==> src/rtl/reflet_uart_tx_fifo.sv <==
// Transmit FIFO for the reflet UART core. Queues CPU-written bytes and hands
// them one at a time to the transmitter through data_tx/start_transmit, pacing
// itself on the core's end_transmit level. Exposes a three-register window
// (DATA, STATUS, CTRL) and returns 0 on data_out when not addressed.
module reflet_uart_tx_fifo #(
    parameter int unsigned               base_addr_size = 16,
    parameter logic [base_addr_size-1:0] base_addr      = 16'hFF1A,
    parameter int unsigned               depth          = 16
) (
    input  logic                      clk,
    input  logic                      reset,
    input  logic                      enable,
    input  logic [base_addr_size-1:0] addr,
    input  logic                      write_en,
    input  logic [7:0]                data_in,
    output logic [7:0]                data_out,
    output logic                      interrupt,
    output logic [7:0]                data_tx,
    output logic                      start_transmit,
    input  logic                      end_transmit
);

    localparam int unsigned PtrW     = $clog2(depth);
    localparam logic [4:0]  DepthCnt = 5'(depth);

    localparam logic [1:0] StIdle  = 2'd0;
    localparam logic [1:0] StSend  = 2'd1;
    localparam logic [1:0] StDrain = 2'd2;

    logic [7:0]      mem [depth];
    logic [PtrW-1:0] wr_ptr_q, rd_ptr_q;
    logic [4:0]      count_q;
    logic [1:0]      state_q;
    logic            irq_en_q, overflow_q;

    // Address decode: offset is relative to base_addr, window is three registers wide.
    logic [base_addr_size-1:0] offset;
    logic                      hit;
    logic [1:0]                reg_sel;
    assign offset  = addr - base_addr;
    assign hit     = enable && (addr >= base_addr) && (offset <= base_addr_size'(2));
    assign reg_sel = offset[1:0];

    logic wr_data, wr_ctrl, flush, full, empty, busy, pop, push, overflow_set;
    assign wr_data = hit && write_en && (reg_sel == 2'd0);
    assign wr_ctrl = hit && write_en && (reg_sel == 2'd2);
    assign flush   = wr_ctrl && data_in[1];
    assign full    = (count_q == DepthCnt);
    assign empty   = (count_q == 5'd0);
    assign busy    = (state_q != StIdle);
    // A flush empties the queue, so it also cancels a pop in the same cycle.
    assign pop     = (state_q == StIdle) && !empty && !flush;
    // A pop frees a slot, so a push into a full FIFO is accepted in that cycle.
    assign push    = wr_data && !flush && (!full || pop);
    assign overflow_set = wr_data && !flush && full && !pop;

    // Storage array; written on accepted pushes only, no reset needed.
    always_ff @(posedge clk) begin
        if (push) begin
            mem[wr_ptr_q] <= data_in;
        end
    end

    // Pointers and occupancy count.
    always_ff @(posedge clk) begin
        if (!reset) begin
            wr_ptr_q <= '0;
            rd_ptr_q <= '0;
            count_q  <= 5'd0;
        end else if (flush) begin
            wr_ptr_q <= '0;
            rd_ptr_q <= '0;
            count_q  <= 5'd0;
        end else begin
            if (push) begin
                wr_ptr_q <= wr_ptr_q + 1'b1;
            end
            if (pop) begin
                rd_ptr_q <= rd_ptr_q + 1'b1;
            end
            if (push && !pop) begin
                count_q <= count_q + 5'd1;
            end else if (pop && !push) begin
                count_q <= count_q - 5'd1;
            end
        end
    end

    // Control bits; an overflow in the same cycle as a clear leaves overflow set.
    always_ff @(posedge clk) begin
        if (!reset) begin
            irq_en_q   <= 1'b0;
            overflow_q <= 1'b0;
        end else begin
            if (wr_ctrl) begin
                irq_en_q <= data_in[0];
            end
            if (overflow_set) begin
                overflow_q <= 1'b1;
            end else if (wr_ctrl && data_in[2]) begin
                overflow_q <= 1'b0;
            end
        end
    end

    // Transmit sequencer: pop into the hold register, request, wait for stop bit to end.
    always_ff @(posedge clk) begin
        if (!reset) begin
            state_q        <= StIdle;
            data_tx        <= 8'd0;
            start_transmit <= 1'b0;
            interrupt      <= 1'b0;
        end else begin
            interrupt <= 1'b0;
            case (state_q)
                StIdle: begin
                    if (pop) begin
                        data_tx        <= mem[rd_ptr_q];
                        start_transmit <= 1'b1;
                        state_q        <= StSend;
                    end
                end
                StSend: begin
                    if (end_transmit) begin
                        start_transmit <= 1'b0;
                        state_q        <= StDrain;
                    end
                end
                StDrain: begin
                    if (!end_transmit) begin
                        state_q   <= StIdle;
                        interrupt <= irq_en_q && empty;
                    end
                end
                default: begin
                    state_q        <= StIdle;
                    start_transmit <= 1'b0;
                end
            endcase
        end
    end

    // Read mux; zero when not addressed so it can be ORed onto the bus.
    always_comb begin
        data_out = 8'd0;
        if (hit) begin
            case (reg_sel)
                2'd1:    data_out = {full, empty, busy, count_q};
                2'd2:    data_out = {5'd0, overflow_q, 1'b0, irq_en_q};
                default: data_out = 8'd0;
            endcase
        end
    end

endmodule

==> config.mk <==
export PLATFORM = sky130hd
export DESIGN_NAME = reflet_uart_tx_fifo
export DESIGN_NICKNAME = d
export VERILOG_FILES = /design/src/rtl/reflet_uart_tx_fifo.sv
export SDC_FILE = /design/constraint.sdc
export NUM_CORES = 1
export LEC_CHECK = 0
export BUFFER_PORTS_ARGS = -buffer_cell sky130_fd_sc_hd__buf_2
export CAP_MARGIN = 30
export CORE_MARGIN = 8
export CORE_UTILIZATION = 50
export CTS_BUF_LIST = sky130_fd_sc_hd__clkbuf_2
export CTS_CLUSTER_DIAMETER = 50
export DETAILED_ROUTE_END_ITERATION = 7
export PLACE_DENSITY = 0.71
export SLEW_MARGIN = 20
export SYNTH_ARGS = -nofsm -noshare
export SYNTH_HDL_FRONTEND = slang
export SYNTH_SLANG_ARGS = --single-unit
==> constraint.sdc <==
create_clock -name clk -period 2.8 [get_ports clk]
set_input_delay 0.14 -clock clk [delete_from_list [all_inputs] [get_ports clk]]
set_output_delay 0.14 -clock clk [all_outputs]
set_load 0.05 [all_outputs]
==> impl.org <==
** Synth
- After synthesis the cells add up to 0.006550 mm^2.
- In this run, synthesis produced a sequential element count of 155.
- A synthesized cell averages 16.17 um^2.
- Most area-hungry cell type in the Yosys netlist :: edfxtp_1
- Nets in the synthesized netlist :: 448
- Post-synthesis async set-or-reset flop share :: 0%
- Number of flops mapped to enable cells by yosys :: 128
- Count of mapped cells out of synthesis :: 405
- Distinct cell type count after synthesis :: 45
- Ys Warns :: 0
- Register area share after synthesis :: 66.93%
- Yosys attributes the largest share of cell area to edfxtp_1 (59%), mux4_2 (11%), dfxtp_1 (8.3%).
- Top-area cell type share of the netlist area :: 58.68%
- The most used flip-flop cell after synthesis is edfxtp_1.

** Cells and area
- The net count of the finished layout is 536.
- Counting the fill cells in the layout gives 1,042.
- Once layout is complete, the cells apart from fillers number 687.
- Share of cells above drive strength 1 :: 30.63%
- Layout overhead on the synthesized area :: 15.61%
- Final core utilization :: 58.10%

** Worst setup path
- Most used cell, CP :: ha_4
- In this run the register-to-register setup slack is 0.05 ns.
- In this run the number of cells on the critical path is 12.
- Buf/Inv on CP :: 1
- Crit. Startpoint :: count_q[3]$_SDFFE_PP0P_
- Traced cell by cell, the critical path runs through or4_4, o21a_4, o21ai_4, ha_4, inv_2, ha_4, nor2b_2, o21a_1, or3_1, a21oi_2, xnor2_1, nor2_1.
- The slowest stage of the critical path belongs to the cell or4_4.
- STA classifies the critical path startpoint as a flip-flop.
- Worst Path Class, Setup :: reg -> reg
- Launch instance of the worst register-to-register path :: count_q[3]$_SDFFE_PP0P_
- Data on the critical path arrives at its endpoint at 3.35 ns.
- In this design, the stage delay of the slowest critical-path cell is 0.58 ns.
- In this run the worst path has a maximum fanout of 4.
- Measured in cells, the most critical reg-to-reg path has a length of 12.
- Data required, critical path :: 3.40 ns
- Following the worst setup path forward leads to its endpoint at count_q[4]$_SDFFE_PP0P_.
- STA classifies the critical path endpoint as a flip-flop.
- Destination of the worst register-to-register timing path :: count_q[4]$_SDFFE_PP0P_
- On the critical path the largest part of the delay comes from simple AND/OR/NAND/NOR gates.

** Placed design
- GPL Wtd Cong :: 0.7874
- DPL Wire Length :: 8885 um
- Number of placed cells counting well taps :: 635
- Buffers placed on the I/O ports in this run total 46.

** STA
- Relative slew margins :: 53.68%
- Fraction of the cycle the final worst path needs :: 98.20%
- The final max-slew violation count was 0.
- The total count of hold-check failures in the final report was 0.
- For this run, the top clock speed supported by timing is 0.3637 GHz.
- Min Clock Period, post-route :: 2.750 ns
- Setup violations remaining at the end of the flow were counted as 0.
- Clock skew on the completed layout was measured at 0.02488 ns.
- Worst Tran Pin Value :: 0.6934 ns
- Sum of negative setup slack :: 0 ns

** Pwr
- Total power divided by cell area :: 779.2 mW/mm^2
- Worst IR Drop VDD :: 0.4071 mV
- Overall power of the completed layout :: 5.900 mW
- Standby leakage power :: 2.728 nW

** GRT
- In the global route stage, overall resource usage came out at 16.87%.
- Pin count of the biggest net entering global routing :: 36
- Via count of the first global-routing pass :: 3,859
- The first global-routing pass estimated 20,870 um of wire.
- Summed over all layers, the global routing overflow is 0.
- The number of antenna violations at the first check in global routing came to 1.

** CTS
- Counting the buffers created by CTS gives 17.
- CTS H-Tree Depth :: 4
- At the later pin of the worst-skew pair, clock insertion delay measures 0.68 ns.
- The longest clock path from root to sink contains 2 buffers.
- Reg clk slew, reported paths :: 0.22 ns
- TritonCTS clock tree :: built
- Clock root cell :: clkbuf_2
- For this design, the sink count on the clock tree is 155.

** Drt
- In the routed layout, each cell is associated on average with a via count of 5.568.
- For this block, the initial DRC count from the detailed router was 350.
- The final layout contains routed wiring with a total length of 13,550 um.
- Dividing the detail-routed wire length by the instance count gives 19.73 um.
- The routed layout has 3,825 vias.
- The count of nets left with antenna violations once routing finished came out at 0.
- In the routed design, unresolved DRC markers number 0.
- The first detailed-routing pass took 4 iterations.

** Die
- During I/O placement, the number of pins put on the boundary was 47.
- The die is 130.5 um wide.
- Overall die height :: 130.5 um
- The floorplan has 42 rows.
- For this configuration, the core starts out at a cell density of 50.26%.
- Area of the die :: 0.01702 mm^2
- Area inside the core boundary :: 0.01303 mm^2

** Hold path
- Min-delay worst type :: in -> reg

** Job
- Max-cap viol count :: 0

** Run status
- The run finished with clean final reports.
## logic make-up after synthesis
| kind of cell | count (synthesis) | synth area share [%] |
|---|---|---|
| flops | 155 | 66.93 |
| compound gates | 54 | 5.845 |
| buf+inv | 28 | 1.948 |
| xor+xnor | 10 | 1.337 |
| fa+ha+maj | 14 | 2.789 |
| simple gates | 103 | 8.768 |
| mux | 41 | 12.38 |
## report_power, final
part	internal (mW)	switching, mW	total, mW
Combinational	0.924	1.07	1.99
Clock	0.425	0.792	1.22
Sequential	2.61	0.0850	2.69
Total	3.96	1.94	5.90
## sequential cells by signal (all words and copies together) (netlist names)
register        flops
interrupt           1
data_tx             8
start_transmit      1
count_q             5
rd_ptr_q            4
overflow_q          1
mem               128
wr_ptr_q            4
irq_en_q            1
state_q             2
## cell usage in the layout (no fill, tap or decap), types with 3 or more instances in the layout
cell             n
mux4_2          32
xnor2_1          5
nor2_1          25
nor2b_1          5
dlygate4sd3_1   13
o21ai_1          5
o21ai_0         11
xor2_1           5
nand3_1          7
dfxtp_1         25
nor3_1           6
buf_4           28
inv_6            5
and3_1          20
and2_1           3
inv_1            8
a21oi_1          5
nand4_1          6
nand2_1         16
clkbuf_2        19
ha_1            11
edfxtp_1       128
diode_2          5
buf_2           46
mux2i_1          9
a21boi_1         4
a22o_1          16
## Yosys cell counts, types with 6 or more instances
| cell | n |
|---|---|
| dfxtp_1 | 27 |
| edfxtp_1 | 128 |
| ha_1 | 13 |
| mux2i_1 | 9 |
| nand2_1 | 16 |
| a22o_1 | 16 |
| mux4_2 | 32 |
| a21oi_1 | 6 |
| clkbuf_1 | 10 |
| buf_2 | 6 |
| inv_1 | 9 |
| nor3_1 | 6 |
| nand3_1 | 7 |
| nor2_1 | 25 |
| nand4_1 | 6 |
| nor2b_1 | 6 |
| and3_1 | 20 |
| o21ai_0 | 11 |
## worst min-delay path, delay by kind of cell
kind	cells	cell delay, ns
compound gates	1	0.08
xor+xnor	1	0.12
buf+inv	2	0.21
simple gates	3	0.17
## per-stage QoR
stage	hold WS (ns)	setup WS (ns)	instance area [um^2]
2_1_floorplan	0.2389	-0.06443	6605
3_3_place_gp	0.4119	0.05150	7172
3_5_place_dp	0.4175	-0.03287	7172
4_1_cts	0.001176	0.03526	7541
5_1_grt	0.07380	-0.01639	7572
6_report	0.06572	0.05048	7572
## metal layers
| layer | wire, um | global-route usage, % |
|---|---|---|
| met5 | 0 | 0 |
| met4 | 113 | 6.212 |
| met3 | 777 | 4.180 |
| met2 | 6873 | 27.88 |
| met1 | 5789 | 21.24 |
## area by class of cell
type                            instances  area (um^2)  share of cell area (%)
Sequential cell                       155         4387                   57.93
Clock buffer                           19        95.09                   1.256
Inverter                                9        33.78                  0.4461
Tap cell                              176        220.2                   2.908
Multi-Input combinational cell        222         2093                   27.64
Antenna cell                            5        12.51                  0.1652
Timing Repair Buffer                   88        590.6                   7.799
Clock inverter                         13        140.1                   1.851
## worst min-delay path by stage
stage / startpoint / slack, ns / endpoint / cells after the start
finish: addr[6] / 0.07 / wr_ptr_q[2]$_SDFFE_PP0P_ / 7
CTS: addr[6] / 0.001 / wr_ptr_q[2]$_SDFFE_PP0P_ / 7
floorplan: data_in[0] / 0.24 / mem[0][0]$_DFFE_PP_ / 0
global placement: end_transmit / 0.41 / state_q[1]$_SDFFE_PN0P_ / 2
detailed placement: end_transmit / 0.42 / state_q[1]$_SDFFE_PN0P_ / 2
global route: addr[6] / 0.07 / wr_ptr_q[3]$_SDFFE_PP0P_ / 7
## what timing repair did
| action | CTS | global route |
|---|---|---|
| endpoints found under the setup margin | 1 | 1 |
| hold buffers | 13 | 0 |
| pin swaps | 0 | 1 |
| setup buffers | 0 | 2 |
| resized for setup | 1 | 2 |
| endpoints found under the hold margin | 144 | 0 |
Note: power is estimated with default switching activity, not from simulation.
